===== config.mk =====
export PLATFORM = sky130hd
export DESIGN_NAME = if_fetch_flat
export DESIGN_NICKNAME = d
export VERILOG_FILES = /design/src/rtl/if_fetch_if.sv /design/src/rtl/if_fetch.sv /design/src/flat_wrapper.sv
export SDC_FILE = /design/constraint.sdc
export NUM_CORES = 1
export LEC_CHECK = 0
export CELL_PAD_IN_SITES_DETAIL_PLACEMENT = 0
export CELL_PAD_IN_SITES_GLOBAL_PLACEMENT = 1
export CORE_MARGIN = 4
export CORE_UTILIZATION = 24
export CTS_CLUSTER_DIAMETER = 40
export DETAILED_ROUTE_END_ITERATION = 7
export PLACE_DENSITY = 0.56
export SLEW_MARGIN = 20
export SYNTH_ARGS = -nofsm -noshare
export SYNTH_HDL_FRONTEND = slang
export SYNTH_SLANG_ARGS = --single-unit

===== constraint.sdc =====
create_clock -name clk -period 2.8 [get_ports clk]
set_input_delay 0.28 -clock clk [delete_from_list [all_inputs] [get_ports clk]]
set_output_delay 0.28 -clock clk [all_outputs]
set_load 0.005 [all_outputs]

===== src/rtl/if_fetch_if.sv =====
// Instruction-memory request bus between the fetch stage and the memory.
// One outstanding request at a time. The request is accepted by gnt, and the
// word returns later on rvalid/rdata.
interface if_fetch_if;
    logic        imem_req;
    logic [31:0] imem_addr;
    logic        imem_gnt;
    logic        imem_rvalid;
    logic [31:0] imem_rdata;

    // Fetch-stage side
    modport master (
        output imem_req,
        output imem_addr,
        input  imem_gnt,
        input  imem_rvalid,
        input  imem_rdata
    );

    // Memory side
    modport slave (
        input  imem_req,
        input  imem_addr,
        output imem_gnt,
        output imem_rvalid,
        output imem_rdata
    );
endinterface


===== src/rtl/if_fetch.sv =====
// Instruction-fetch stage.
// Owns the fetch PC and issues one request at a time on the imem bus. Each
// returned word is presented to the IF/ID register together with the address
// it was fetched from. A one-entry skid buffer catches a word that returns
// while the downstream stage is holding. A redirect flushes everything and
// restarts fetch at the new address. A fetch that is already in flight when
// the redirect arrives is squashed when it returns.
module if_fetch #(
    parameter logic [31:0] RESET_PC = 32'h0000_0000
) (
    input  logic         clk,
    input  logic         rst,
    input  logic         pc_stall,
    input  logic         redirect,
    input  logic [31:0]  redirect_pc,
    if_fetch_if.master   imem,
    output logic [31:0]  IF_pc,
    output logic [31:0]  IF_pc4,
    output logic [31:0]  IF_inst,
    output logic         IF_have_inst
);

    typedef enum logic [2:0] {
        ST_RST  = 3'd0,
        ST_REQ  = 3'd1,
        ST_WAIT = 3'd2,
        ST_HOLD = 3'd3,
        ST_DROP = 3'd4
    } state_t;

    state_t      state_q, state_d;
    logic [31:0] fetch_pc_q, fetch_pc_d;
    logic [31:0] req_pc_q, req_pc_d;      // address of the fetch in flight

    logic        skid_vld_q, skid_vld_d;
    logic [31:0] skid_pc_q, skid_pc_d;
    logic [31:0] skid_inst_q, skid_inst_d;

    logic        out_vld_q, out_vld_d;
    logic [31:0] out_pc_q, out_pc_d;
    logic [31:0] out_pc4_q, out_pc4_d;
    logic [31:0] out_inst_q, out_inst_d;

    logic [31:0] redirect_pc_aligned;
    logic        slot_free;
    logic        rdata_take;

    // The low two bits of the redirect target are dropped to keep fetch word aligned.
    assign redirect_pc_aligned = redirect_pc & 32'hFFFF_FFFC;
    // The output slot can take a new word if it is empty or is being consumed.
    assign slot_free  = !out_vld_q || !pc_stall;
    // Returned data counts only in WAIT. In DROP it is squashed, and anywhere else it is a protocol error.
    assign rdata_take = imem.imem_rvalid && (state_q == ST_WAIT) && !redirect;

    // Fetch FSM: next state, fetch PC and request outputs
    always_comb begin
        state_d        = state_q;
        fetch_pc_d     = fetch_pc_q;
        req_pc_d       = req_pc_q;
        imem.imem_req  = (state_q == ST_REQ);
        imem.imem_addr = fetch_pc_q;

        if (redirect) begin
            fetch_pc_d = redirect_pc_aligned;
            case (state_q)
                ST_REQ:  state_d = imem.imem_gnt ? ST_DROP : ST_REQ;
                ST_WAIT: state_d = imem.imem_rvalid ? ST_REQ : ST_DROP;
                ST_HOLD: state_d = ST_REQ;
                ST_DROP: state_d = imem.imem_rvalid ? ST_REQ : ST_DROP;
                default: state_d = ST_REQ;
            endcase
        end else begin
            case (state_q)
                ST_RST: state_d = ST_REQ;
                ST_REQ: begin
                    if (imem.imem_gnt) begin
                        req_pc_d   = fetch_pc_q;
                        fetch_pc_d = fetch_pc_q + 32'd4;
                        state_d    = ST_WAIT;
                    end
                end
                ST_WAIT: begin
                    if (imem.imem_rvalid) begin
                        state_d = slot_free ? ST_REQ : ST_HOLD;
                    end
                end
                ST_HOLD: begin
                    if (!pc_stall) begin
                        state_d = ST_REQ;
                    end
                end
                ST_DROP: begin
                    if (imem.imem_rvalid) begin
                        state_d = ST_REQ;
                    end
                end
                default: state_d = ST_RST;
            endcase
        end
    end

    // Output slot and skid buffer: the skid buffer loads first, then returning data
    always_comb begin
        skid_vld_d  = skid_vld_q;
        skid_pc_d   = skid_pc_q;
        skid_inst_d = skid_inst_q;
        out_vld_d   = out_vld_q;
        out_pc_d    = out_pc_q;
        out_pc4_d   = out_pc4_q;
        out_inst_d  = out_inst_q;

        if (redirect) begin
            skid_vld_d = 1'b0;
            out_vld_d  = 1'b0;
            out_pc_d   = 32'd0;
            out_pc4_d  = 32'd0;
            out_inst_d = 32'd0;
        end else if (slot_free) begin
            if (skid_vld_q) begin
                skid_vld_d = 1'b0;
                out_vld_d  = 1'b1;
                out_pc_d   = skid_pc_q;
                out_pc4_d  = skid_pc_q + 32'd4;
                out_inst_d = skid_inst_q;
            end else if (rdata_take) begin
                out_vld_d  = 1'b1;
                out_pc_d   = req_pc_q;
                out_pc4_d  = req_pc_q + 32'd4;
                out_inst_d = imem.imem_rdata;
            end else begin
                out_vld_d  = 1'b0;
            end
        end else if (rdata_take) begin
            skid_vld_d  = 1'b1;
            skid_pc_d   = req_pc_q;
            skid_inst_d = imem.imem_rdata;
        end
    end

    // State, PC, skid and output-slot registers with asynchronous active-low reset
    always_ff @(posedge clk or negedge rst) begin
        if (!rst) begin
            state_q     <= ST_RST;
            fetch_pc_q  <= RESET_PC;
            req_pc_q    <= 32'd0;
            skid_vld_q  <= 1'b0;
            skid_pc_q   <= 32'd0;
            skid_inst_q <= 32'd0;
            out_vld_q   <= 1'b0;
            out_pc_q    <= 32'd0;
            out_pc4_q   <= 32'd0;
            out_inst_q  <= 32'd0;
        end else begin
            state_q     <= state_d;
            fetch_pc_q  <= fetch_pc_d;
            req_pc_q    <= req_pc_d;
            skid_vld_q  <= skid_vld_d;
            skid_pc_q   <= skid_pc_d;
            skid_inst_q <= skid_inst_d;
            out_vld_q   <= out_vld_d;
            out_pc_q    <= out_pc_d;
            out_pc4_q   <= out_pc4_d;
            out_inst_q  <= out_inst_d;
        end
    end

    assign IF_pc        = out_pc_q;
    assign IF_pc4       = out_pc4_q;
    assign IF_inst      = out_inst_q;
    assign IF_have_inst = out_vld_q;

endmodule


===== src/flat_wrapper.sv =====
// flat-port wrapper written by rule: the top's interface ports become plain ports
module if_fetch_flat 
#(
    parameter logic [31:0] RESET_PC = 32'h0000_0000
)
  (clk, rst, pc_stall, redirect, redirect_pc, IF_pc, IF_pc4, IF_inst, IF_have_inst, imem_imem_req, imem_imem_addr, imem_imem_gnt, imem_imem_rvalid, imem_imem_rdata);
  if_fetch_if imem_i ();
  input  logic clk;
  input  logic rst;
  input  logic pc_stall;
  input  logic redirect;
  input  logic [31:0] redirect_pc;
  output logic [31:0] IF_pc;
  output logic [31:0] IF_pc4;
  output logic [31:0] IF_inst;
  output logic IF_have_inst;
  output wire logic [$bits(imem_i.imem_req)-1:0] imem_imem_req;
  output wire logic [$bits(imem_i.imem_addr)-1:0] imem_imem_addr;
  input wire logic [$bits(imem_i.imem_gnt)-1:0] imem_imem_gnt;
  input wire logic [$bits(imem_i.imem_rvalid)-1:0] imem_imem_rvalid;
  input wire logic [$bits(imem_i.imem_rdata)-1:0] imem_imem_rdata;
  assign imem_imem_req = imem_i.imem_req;
  assign imem_imem_addr = imem_i.imem_addr;
  assign imem_i.imem_gnt = imem_imem_gnt;
  assign imem_i.imem_rvalid = imem_imem_rvalid;
  assign imem_i.imem_rdata = imem_imem_rdata;
  if_fetch #(.RESET_PC(RESET_PC)) u_core (.clk(clk), .rst(rst), .pc_stall(pc_stall), .redirect(redirect), .redirect_pc(redirect_pc), .imem(imem_i), .IF_pc(IF_pc), .IF_pc4(IF_pc4), .IF_inst(IF_inst), .IF_have_inst(IF_have_inst));
endmodule

# [Yosys cells after proc, flatten, opt, wreduce, memory -nomap -nowiden]
# Cells that the tools add are included.
[word_totals] reg_bits=229 input_bits=70 out_inout_bits=130 wordCells=73
[op_classes] addsub=3 n_eq_ne=8 n_mux=32 bitwise_logic=2 n_reduce_logical=18
[op_table] cell="32-bit 2-to-1 mux" count=15
[op_table] cell="32-bit by 3-bit adder with 32-bit output (second input constant)" count=3
[op_table] cell="3-bit 2-to-1 mux" count=7
[op_table] cell="3-bit one-hot mux with 5 select lines" count=1
[op_table] cell="3-bit != test (second input constant)" count=3
[op_table] cell="1-bit 2-to-1 mux" count=7
[op_table] cell="3-bit by 2-bit equality test with 1-bit output (second input constant)" count=2
[op_table] cell="3-bit one-hot mux with 2 select lines" count=1
[op_table] cell="3-bit AND reduction" count=2
[op_table] cell="2-bit nonzero test" count=3
[op_table] cell="3-bit nonzero test" count=2
[op_table] cell="2-bit AND reduction" count=2
[op_table] cell="4-bit AND reduction" count=1
[op_table] cell="3-bit by 1-bit equality test with 1-bit output (second input constant)" count=1
[op_table] cell="3-bit equality test (second input constant)" count=1
[op_table] cell="1-bit logical NOT" count=3
[op_table] cell="3-bit logical NOT" count=1
[op_table] cell="3-bit by 2-bit != test with 1-bit output (second input constant)" count=1
[op_table] cell="1-bit logical AND" count=2
[op_table] cell="2-bit 2-to-1 mux" count=1
[op_table] cell="1-bit NOT" count=2
[op_table] cell="2-bit OR reduction" count=1
[op_table] cell="1-bit logical OR" count=1

# [Longest topological paths before layout]
[logic_depth] depth_word=7 depth_mapped=14 mapped_depth_nobuf=9

# [Least setup slack after synthesis]
# OpenSTA, ideal clock, no wires.
[synth_path] path_kind="reg-to-reg" from="register u_core.skid_vld_q" to="register u_core.out_pc4_q[28], in the netlist u_core.IF_pc4[28]" setup_time_ps=133 arrival_ps=2916 required_ps=2667 slack_ps=-249 stages_incl_launch_ff=14 path_buffers=5 period_less_slack_ps=3049 path_cell_list="dfrtp_1 buf_6 buf_2 buf_2 buf_2 buf_2 mux2_2 ha_1 inv_1 a211oi_2 nand4_4 nor4_1 xor2_1 o21ai_0"
[synth_between] elab_chain_cells=3 elab_cells_between_ends=5 classes_between="mux (3); reduce/logical (2)"
[synth_lines] element="start: declaration" line_no="if_fetch.sv:35" text="logic skid_vld_q, skid_vld_d;"
[synth_lines] element="start signal: assignment" line_no="if_fetch.sv:157" text="skid_vld_q <= skid_vld_d;"
[synth_lines] element="32-bit 2-to-1 mux" line_no="if_fetch.sv:119" text="if (skid_vld_q) begin"
[synth_lines] element="32-bit 2-to-1 mux" line_no="if_fetch.sv:118" text="end else if (slot_free) begin"
[synth_lines] element="32-bit 2-to-1 mux" line_no="if_fetch.sv:112" text="if (redirect) begin"
[synth_lines] element="end signal: assignment" line_no="if_fetch.sv:162" text="out_pc4_q <= out_pc4_d;"
[synth_lines] element="end: declaration" line_no="if_fetch.sv:41" text="logic [31:0] out_pc4_q, out_pc4_d;"
# Several ways; a longest one is shown, not always the timed one. The select of a mux whose other input is x is not followed.
# A chain may end at the register's enable or synchronous reset.

# [Worst setup path after layout]
# Ends and elaborated chain as after synthesis.

==> flow_metrics.py <==
metrics = {
    "die": {
        "core_region_area_um2": 41000,
        "start_util": 0.244,
        "rows": 74,
        "die-area_um2": 45000,
        "fp.dieW_um": 212,
        "fp.dieH_um": 212,
        "pin_count": 200,
    },
    "worst_setup_path": {
        "cp.arrival_ns": 2.93,
        "slowest_delay_ns": 0.65,
        "start_kind": "flip-flop",
        "crit_type": "flip-flop to flip-flop",
        "crit_path_cell_trace": "mux2_2 > ha_1 > inv_1 > a211oi_4 > nand4_4 > nor4_2 > xor2_1 > o21ai_0",
        "cpLargestDelayFamily": "flip-flops",
        "cp-end-kind": "flip-flop",
        "critPathRequiredTime_ns": 3.23,
        "critical_path_buf_inv_count": 1,
        "slowest_stage": "dfrtp_4",
        "crit_path_max_fanout": 32,
    },
    "synthesis": {
        "synth_edf_count": 0,
        "synth_mux_area_frac": 0.166,
        "async_reset_ff_frac": 1.00,
        "syn-instance-count": 895,
        "synth_top_family_by_area": "multiplexers",
        "mappedNetlistArea_um2": 10000,
        "synth-xor-area-share": 0.0499,
        "synth_compound_area_frac": 0.0799,
        "ys_types": 51,
        "yosysWarnings": 0,
        "yosysSeqAreaShare": 0.550,
        "synth_ff_type": "dfrtp_1",
        "synth.avg_cell_area_um2": 11.2,
        "synthSimpleGateAreaFrac": 0.124,
        "synth-adder-area-share": 0.00250,
        "synth_seq_cells": 220,
    },
    "drt": {
        "wirelength_um": 29100,
        "wl_per_cell_um": 17.3,
        "viasPerCell": 4.46,
        "vias": 7491,
        "drcViolationCount": 0,
        "ant_nets": 0,
        "drt_first_iter_violations": 310,
        "dr.pass1.iters": 4,
    },
    "timing": {
        "finalWorstSetupSlack_ns": 0.301,
        "tightest_slew_ns": 0.727,
        "tns_ns": 0,
        "hold_viol_final": 0,
        "post-route-min-period_ns": 2.50,
        "rsz0062_at_grt": "false",
        "holdWs_ns": 0.220,
        "fin_skew_ns": 0.0260,
        "slew_headroom": 0.515,
        "maxSlewViolCount": 0,
        "finalSetupViolations": 0,
        "fin_crit_sh": 0.892,
        "clock.fmax_mhz": 400,
    },
    "grt": {
        "grt_pass1_vias": 7892,
        "grt.total_usage": 0.129,
        "antenna_found_initial": 0,
        "grt_pass1_wl_um": 45900,
        "grt_max_degree": 89,
        "overflow": 0,
    },
    "cells_and_area": {
        "final_common_cell": "dfrtp_1",
        "final_cell_mix": "219 x dfrtp_1, 193 x clkdlybuf4s50_1, 145 x nand2_1",
        "fillCellCount": 4187,
        "fin_util": 0.349,
        "syn_to_final_growth_pct": 43.0,
        "stdcell_area_um2": 14300,
        "multiInputGateArea_um2": 4280,
        "layout.cells.non_filler": 1681,
        "final_layout_size_suffix_gt1_frac": 0.195,
        "n_antenna_cell": 0,
        "seq_area_um2": 5510,
        "nets": 1185,
    },
    "clock_tree": {
        "path_clk_slew_ns": 0.05,
        "cts_sinks": 220,
        "clock_latency_ns": 0.57,
        "cts.path.max_buffers": 3,
        "cts_max_level": 2,
        "cts_tree": "built",
        "cts_buffers": 46,
        "root_buffer": "clkbuf_16",
        "cts_resized": 0,
        "post_cts_buffers": 0,
    },
    "placement": {
        "dp.cells": 1596,
        "hpwl_um": 20000,
        "post_dp_cell_area_um2": 12700,
        "place.gp.congestion": 0.763,
        "place_ws_ns": 0.246,
        "portBuffers": 195,
    },
    "hold_path": {
        "hold_path_class": "input pin to flip-flop",
    },
    "power": {
        "vdd_drop_max_v": 0.000365,
        "finalPower_mw": 11.2,
        "power.density_nw_per_um2": 786,
        "p_leak_nw": 6.03,
    },
    "run": {
        "maxCapViolCount": 0,
    },
    "status": {
        "outcome": "complete, no violations",
    },
}
synth_stat cells (2+ instances only):
cell,count,share of area
a22o_1,2,0.0018
buf_2,13,0.0065
o31ai_1,2,0.0015
buf_4,6,0.0045
mux2_2,95,0.11
nor3_1,13,0.0065
dfrtp_1,220,0.55
inv_1,4,0.0015
nand2_1,145,0.054
or3_1,2,0.0013
a21oi_1,8,0.0040
o21ai_0,123,0.062
and2_1,5,0.0031
and4_1,4,0.0035
a32o_1,2,0.0020
nand3b_1,6,0.0045
clkbuf_1,34,0.013
a32oi_1,2,0.0018
nand4_1,8,0.0050
nand4b_1,2,0.0018
buf_1,2,0.00075
nand3_1,24,0.012
nor2b_1,5,0.0031
xnor2_1,18,0.016
xor2_1,39,0.034
and3_1,7,0.0044
nor2_1,16,0.0060
nor4_1,7,0.0044
ha_1,2,0.0025
mux2i_1,58,0.058
metal layers:
metal  GRT usage  vias to the layer above  wire length (um)  share of wire
met5           0                        -                 0              0
met1       0.181                     3644             14100           0.49
met2       0.192                      196             12500           0.43
met3      0.0381                       53              1750          0.060
li1            -                     3598                 -              -
met4      0.0414                        0               736          0.025
state kept, by name (all words and copies together) (netlist names):
register,flops
u_core.IF_inst,32
u_core.imem.imem_addr,30
u_core.skid_inst_q,32
u_core.skid_pc_q,30
u_core.skid_vld_q,1
u_core.req_pc_q,30
u_core.state_q,3
u_core.IF_pc4,31
u_core.IF_pc,30
u_core.IF_have_inst,1
path summary, 6_finish.rpt:
check                                       start                       end  slack, ns  cells after the start
max in group asynchronous                     rst          u_core.IF_pc4[3]       1.71                      3
worst max-delay path            u_core.skid_vld_q         u_core.IF_pc4[28]       0.30                      8
min in group asynchronous                     rst    u_core.skid_inst_q[27]       0.30                      2
worst min register to register    u_core.IF_pc[2]           u_core.IF_pc[2]       0.47                      2
worst min-delay path                     redirect  u_core.imem.imem_addr[4]       0.22                      3
worst max register to register  u_core.skid_vld_q         u_core.IF_pc4[28]       0.30                      8
worst min-delay path: stages:
cell     delay [ns]
buf_2          0.26
nand2_1        0.11
o21ai_0        0.07
final cells by class:
cell class | count | share of cell area
timing repair buffer | 225 | 0.157
inverter | 4 | 0.00105
clock inverter | 33 | 0.0283
clock buffer | 51 | 0.0832
sequential | 220 | 0.385
tap | 532 | 0.0465
multi-input combinational | 616 | 0.299
kinds of logic (layout without fill, tap and decap cells):
group,Yosys count,in the layout
buffers and inverters,60,313
AOI/OAI and AO/OA,146,146
DFF,220,220
and+or+nand+nor,255,255
other,1,2
muxes,154,154
xor gates and xnor gates,57,57
adders and majority gates,2,2
power by group:
| group | internal, mW | total, mW | switching [mW] |
|---|---|---|---|
| clock network | 3.66 | 5.57 | 1.91 |
| registers | 3.53 | 3.97 | 0.441 |
| logic | 0.875 | 1.71 | 0.833 |
timing repair:
item                       in CTS  in global routing
hold buffers                    1                  0
setup endpoints to repair       0                  0
hold endpoints to repair       79                  0
Power figures use the tool's default switching activity.
